<file path="config.mk">
export PLATFORM = sky130hd
export DESIGN_NAME = maze_pose_tracker
export DESIGN_NICKNAME = d
export VERILOG_FILES = /design/src/rtl/maze_pose_tracker.sv
export SDC_FILE = /design/constraint.sdc
export NUM_CORES = 1
export LEC_CHECK = 0
export ABC_AREA = 1
export CORE_MARGIN = 2
export CORE_UTILIZATION = 45
export DETAILED_ROUTE_END_ITERATION = 7
export PLACE_DENSITY = 0.85
export SLEW_MARGIN = 20
export SYNTH_ARGS = -nofsm -noshare
export SYNTH_HDL_FRONTEND = slang
export SYNTH_SLANG_ARGS = --single-unit
</file>
<file path="constraint.sdc">
create_clock -name clk -period 1.92 [get_ports clk]
set_input_delay 0.576 -clock clk [delete_from_list [all_inputs] [get_ports clk]]
set_output_delay 0.576 -clock clk [all_outputs]
set_load 0.02 [all_outputs]
</file>
<file path="src/rtl/maze_pose_tracker.sv">
// maze_pose_tracker
//   Tracks the absolute pose (x, y, heading) of a maze bot from the relative
//   move stream of the explorer. Each move is checked against the walls the
//   explorer reported. Steps and U-turns are counted. A legal exit or a fault
//   (illegal code, collision, out-of-bounds, timeout) freezes the tracker in a
//   sticky terminal state until reset.
//
// Ports
//   clk          rising-edge clock
//   rst_n        asynchronous reset, active low
//   move_valid   move/walls valid this cycle
//   move[2:0]    000 hold, 001 fwd, 010 left, 011 right, 100 U-turn
//   walls[2:0]   {left, mid, right} relative walls, 1 = wall
//   move_ready   high while tracking (RUN)
//   pos_x/pos_y  current cell (y = 0 is the north edge)
//   heading      0=N 1=E 2=S 3=W
//   step_count   accepted moves, saturating
//   uturn_count  accepted U-turns, saturating at 255
//   pose_valid   one-cycle pulse the cycle after an accepted move
//   exited       sticky: legal exit taken
//   fault        sticky: fault detected
//   fault_code   0 none, 1 illegal code, 2 collision, 3 out-of-bounds, 4 timeout
module maze_pose_tracker #(
    parameter int GRID_W    = 9,
    parameter int GRID_H    = 9,
    parameter int START_X   = 4,
    parameter int START_Y   = 8,
    parameter int START_DIR = 0,
    parameter int EXIT_X    = 4,
    parameter int EXIT_Y    = 0,
    parameter int EXIT_DIR  = 0,
    parameter int MAX_STEPS = 250,
    parameter int STEP_W    = 8
) (
    input  logic              clk,
    input  logic              rst_n,
    input  logic              move_valid,
    input  logic [2:0]        move,
    input  logic [2:0]        walls,
    output logic              move_ready,
    output logic [3:0]        pos_x,
    output logic [3:0]        pos_y,
    output logic [1:0]        heading,
    output logic [STEP_W-1:0] step_count,
    output logic [7:0]        uturn_count,
    output logic              pose_valid,
    output logic              exited,
    output logic              fault,
    output logic [2:0]        fault_code
);

    typedef enum logic [1:0] {
        ST_RUN    = 2'd0,
        ST_EXITED = 2'd1,
        ST_FAULT  = 2'd2
    } state_t;

    localparam logic [1:0] DIR_N = 2'd0;
    localparam logic [1:0] DIR_E = 2'd1;
    localparam logic [1:0] DIR_S = 2'd2;
    localparam logic [1:0] DIR_W = 2'd3;

    localparam logic [3:0] LAST_X = 4'(GRID_W - 1);
    localparam logic [3:0] LAST_Y = 4'(GRID_H - 1);

    state_t state_reg;

    logic              accept;
    logic              illegal;
    logic              collision;
    logic              moves_cell;
    logic              off_grid;
    logic              exit_ok;
    logic              timeout;
    logic [1:0]        heading_next;
    logic [3:0]        x_next;
    logic [3:0]        y_next;
    logic [STEP_W-1:0] step_next;
    logic [7:0]        uturn_next;

    assign accept = move_valid && (state_reg == ST_RUN);

    always_comb begin
        illegal      = 1'b0;
        collision    = 1'b0;
        moves_cell   = 1'b1;
        heading_next = heading;
        uturn_next   = uturn_count;
        case (move)
            3'b000: moves_cell = 1'b0;
            3'b001: collision = walls[1];
            3'b010: begin
                heading_next = heading - 2'd1;
                collision    = walls[2];
            end
            3'b011: begin
                heading_next = heading + 2'd1;
                collision    = walls[0];
            end
            3'b100: begin
                heading_next = heading + 2'd2;
                if (uturn_count != 8'hFF) begin
                    uturn_next = uturn_count + 8'd1;
                end
            end
            default: begin
                illegal    = 1'b1;
                moves_cell = 1'b0;
            end
        endcase

        // Translation uses the heading after the turn has been applied.
        x_next   = pos_x;
        y_next   = pos_y;
        off_grid = 1'b0;
        if (moves_cell) begin
            case (heading_next)
                DIR_N: begin
                    off_grid = (pos_y == 4'd0);
                    y_next   = pos_y - 4'd1;
                end
                DIR_E: begin
                    off_grid = (pos_x == LAST_X);
                    x_next   = pos_x + 4'd1;
                end
                DIR_S: begin
                    off_grid = (pos_y == LAST_Y);
                    y_next   = pos_y + 4'd1;
                end
                DIR_W: begin
                    off_grid = (pos_x == 4'd0);
                    x_next   = pos_x - 4'd1;
                end
                default: off_grid = 1'b0;
            endcase
        end

        exit_ok = off_grid && (pos_x == 4'(EXIT_X)) && (pos_y == 4'(EXIT_Y))
                  && (heading_next == 2'(EXIT_DIR));

        step_next = step_count;
        if (step_count != {STEP_W{1'b1}}) begin
            step_next = step_count + 1'b1;
        end
        timeout = (step_next == STEP_W'(MAX_STEPS));
    end

    always_ff @(posedge clk or negedge rst_n) begin
        if (!rst_n) begin
            state_reg   <= ST_RUN;
            pos_x       <= 4'(START_X);
            pos_y       <= 4'(START_Y);
            heading     <= 2'(START_DIR);
            step_count  <= '0;
            uturn_count <= '0;
            pose_valid  <= 1'b0;
            exited      <= 1'b0;
            fault       <= 1'b0;
            fault_code  <= 3'd0;
            move_ready  <= 1'b1;
        end else begin
            pose_valid <= accept;
            if (accept) begin
                // Counters include the move that ends the run.
                step_count  <= step_next;
                uturn_count <= uturn_next;
                // Terminal outcomes keep the pre-move pose.
                if (illegal) begin
                    state_reg  <= ST_FAULT;
                    fault      <= 1'b1;
                    fault_code <= 3'd1;
                    move_ready <= 1'b0;
                end else if (collision) begin
                    state_reg  <= ST_FAULT;
                    fault      <= 1'b1;
                    fault_code <= 3'd2;
                    move_ready <= 1'b0;
                end else if (exit_ok) begin
                    state_reg  <= ST_EXITED;
                    exited     <= 1'b1;
                    move_ready <= 1'b0;
                end else if (off_grid) begin
                    state_reg  <= ST_FAULT;
                    fault      <= 1'b1;
                    fault_code <= 3'd3;
                    move_ready <= 1'b0;
                end else if (timeout) begin
                    state_reg  <= ST_FAULT;
                    fault      <= 1'b1;
                    fault_code <= 3'd4;
                    move_ready <= 1'b0;
                end else begin
                    pos_x   <= x_next;
                    pos_y   <= y_next;
                    heading <= heading_next;
                end
            end
        end
    end

endmodule

</file>
==> impl_summary.log <==
INFO  metric register_area_share_after_synthesis = 0.408
INFO  metric clkSinkCount = 35
INFO  metric placed_cell_area = 2970 um^2
INFO  metric i_o_pins = 42
INFO  metric layout.cell_area.non_filler = 3150 um^2
INFO  metric ys_warn_count = 0
INFO  metric skew = 0.00803 ns
INFO  metric grt.overflow.total = 0
INFO  metric root_buffer = clkbuf_8
INFO  metric floorplan.core_area = 4660 um^2
INFO  metric floorplan.initialDensity = 0.463
INFO  metric timing.slew.headroom = 0.814
INFO  metric power_per_cell_area = 467 nW/um^2
INFO  metric htreeDepth = 2
INFO  metric path_buf_inv = 4
INFO  metric fin_crit_sh = 1.12
INFO  metric worst_ep_arrival_time = 2.33 ns
INFO  metric fmax = 465 MHz
INFO  metric cts_tree = yes
INFO  metric drt_iter0_drc = 109
INFO  metric crit_type = in2reg
INFO  metric path_max_fanout = 6
INFO  metric totalWireLength = 5.20 mm
INFO  metric post_route_cells_drive_above_1_share = 0.294
INFO  metric irDropWorstVdd = 0.000392 V
INFO  metric fillers = 359
INFO  metric postSynthAreaPerCell = 8.59 um^2
INFO  metric clk-insertion-delay-late = 0.30 ns
INFO  metric first_pass_grt_wire_length = 8.59 mm
INFO  metric drv_slew = 0
INFO  metric height_of_the_die = 73.2 um
INFO  metric period_needed = 2.15 ns
INFO  metric tightestPinTransition = 0.278 ns
INFO  metric detailroute.via_count = 1983
INFO  metric slowest_stage = ha_4
INFO  metric ctsLongestPathBuffers = 2
INFO  metric synth.lib_cells_used.distinct = 33
INFO  metric post_synth_edffs = 0
INFO  metric clk_transition_reported_paths = 0.07 ns
INFO  metric hold_class = reg2reg
INFO  metric cts_hold_buf = 0
INFO  metric p_leak = 1.64 nW
INFO  metric syn-instance-count = 251
INFO  metric combined_area_of_the_multi_input_logic_cells = 1310 um^2
INFO  metric grt_pass1_vias = 1910
INFO  metric number_of_flip_flops_in_the_largest_register = 8
INFO  metric ys_ff_latch = 35
INFO  metric area_delta_synth_final = 45.9%
INFO  metric critPathTopFamily = simple AND/OR/NAND/NOR gates
INFO  metric finalWeightedCongestion = 0.854
INFO  metric worst_setup_slack_after_layout = -0.228 ns
INFO  metric syn_nets = 274
INFO  metric critPathCaptureType = flip-flop
INFO  metric timing.critical_path.required = 2.10 ns
INFO  metric gr_util_all_layers = 0.208
INFO  metric largest_regs = uturn_count x8, step_count x7
INFO  metric via_per_inst = 5.12
INFO  metric detailed_place_hpwl = 3.75 mm
INFO  metric sequential_cell_area = 880 um^2
INFO  metric registers.top_by_ff_count = uturn_count
INFO  metric failing_checks = setup timing
INFO  metric synth_flop_cell = dfrtp_1
INFO  metric core.rowCount = 25
INFO  metric antenna_left = 0
INFO  metric setup.worst_path.start_class = input pin
INFO  metric chipWidth = 73.2 um
INFO  metric die-area = 5360 um^2
INFO  metric route.detailed.wl_per_inst = 13.4 um
INFO  metric firstDrtPassIters = 4
INFO  metric initial_antenna_violation_count = 0
INFO  metric async_reset_ff_frac = 1.00
INFO  metric io_buffer_count = 41
INFO  metric layout.cells.most_common = nand2_1
INFO  metric grt_start_max_net_pins = 36
INFO  metric final-setup-viol-count = 18
INFO  metric layout.cells.most_common_list = nand2_1 (47), dfrtp_1 (32), buf_4 (30)
INFO  metric crit_path_max_incr_delay = 0.25 ns
INFO  metric worstPathCellList = buf_2, inv_2, nand2_4, buf_6, xnor2_4, inv_2, ha_4, o21ai_2, o211ai_1, nand2_1, nand2_2, and2_4, nand2_4, nand3_4, nand2_2, nand2_1
INFO  metric cts-buffers-inserted = 5
INFO  metric outcome = complete, but fails checks
INFO  metric diodes = 0
INFO  metric report.final.hold_viol_count = 0
INFO  metric fin_nets = 355
INFO  metric post_synthesis_instance_area = 2160 um^2
INFO  metric post-route-drc-count = 0
INFO  metric postLayoutCoreUtil = 0.675
INFO  metric cap_viol_max_count = 0
INFO  metric unrepaired_setup_endpoints_after_global_routing = yes
## synth_stat cells, types with 7 or more instances
cell type  number  share of area
nand3_1        17          0.039
nor2_1         17          0.030
xor2_1          8          0.033
nand2_1        55          0.096
dfrtp_1        32           0.37
xnor2_1        10          0.041
o21ai_0        12          0.028
o21ai_1         7          0.016
inv_1          23          0.040
ha_1           12          0.070
## power by group
group / internal (W) / switching, W
logic: 0.0000805 / 0.0000929
clock network: 0.000289 / 0.000270
registers: 0.000737 / 0
## final timing paths
| check | startpoint | endpoint | slack [ns] | cells past startpoint |
|---|---|---|---|---|
| worst min register to register | state_reg[1] | state_reg[1] | 0.47 | 2 |
| worst min-delay path | state_reg[1] | state_reg[1] | 0.47 | 2 |
| max in group asynchronous | rst_n | pos_x[2] | 1.01 | 2 |
| worst max register to register | heading[1] | pos_x[0] | -0.23 | 13 |
| min in group asynchronous | rst_n | async pin | 0.64 | 2 |
| worst max-delay path | move[2] | fault_code[2] | -0.23 | 16 |
## worst reg2reg max path, stage by stage, from the launching register on
cell and delay (ns):
dfrtp_1 0.41, xor2_2 0.22, nor3_2 0.06, a21oi_2 0.13, nand2_2 0.10, ha_4 0.29, nor2_1 0.04, a21oi_1 0.13
nand2_1 0.10, nand2_2 0.10, nand2_2 0.07, nor2_4 0.13, nand2_4 0.10, xnor2_2 0.14
## timing repair
item | 4_1_cts | 5_1_grt
buffers inserted | 1 | 0
endpoints found under the setup margin | 35 | 25
cloned | 0 | 0
pin swaps | 17 | 4
resized for setup | 47 | 12
## per-stage QoR
| step | TNS (ns) | hold slack, ns | instances | power (W) | setup slack (ns) |
|---|---|---|---|---|---|
| floorplan | -3.83 | 0.280 | 251 | 0.000828 | -0.266 |
| global placement | -17.43 | 0.442 | 379 | 0.000911 | -0.952 |
| detailed placement | -19.27 | 0.443 | 379 | 0.000917 | -1.08 |
| CTS | -3.34 | 0.471 | 388 | 0.00148 | -0.240 |
| global route | -6.04 | 0.487 | 387 | 0.00153 | -0.384 |
| finish | -3.41 | 0.467 | 387 | 0.00147 | -0.228 |
## cell families (layout without fill, tap and decap cells)
kind of cell             after synthesis  in the layout  share of synthesized area
AO/OA/AOI/OAI                         32             32                     0.0830
XOR/XNOR                              18             18                     0.0731
adder cells (fa/ha/maj)               14             14                     0.0882
buffers and inverters                 27            109                     0.0476
flip-flops                            35             35                      0.408
multiplexers                           1              1                    0.00522
AND/OR/NAND/NOR                      124            124                      0.295
## final cells by class
class | count | share of cell area
inverters | 26 | 0.0370
flip-flops and latches | 35 | 0.280
well taps | 54 | 0.0215
repair buffers | 75 | 0.215
clock buffers | 7 | 0.0274
clock inverters | 1 | 0.00159
multi-input cells | 189 | 0.418
## metal layers
metal  track usage  up-vias  share of wire
met5             0        -              0
met4        0.0823        0          0.022
met3        0.0497       13          0.043
met2         0.361       49           0.53
met1         0.246      932           0.41
li1              -      989              -
(Power assumes the default switching activity.)
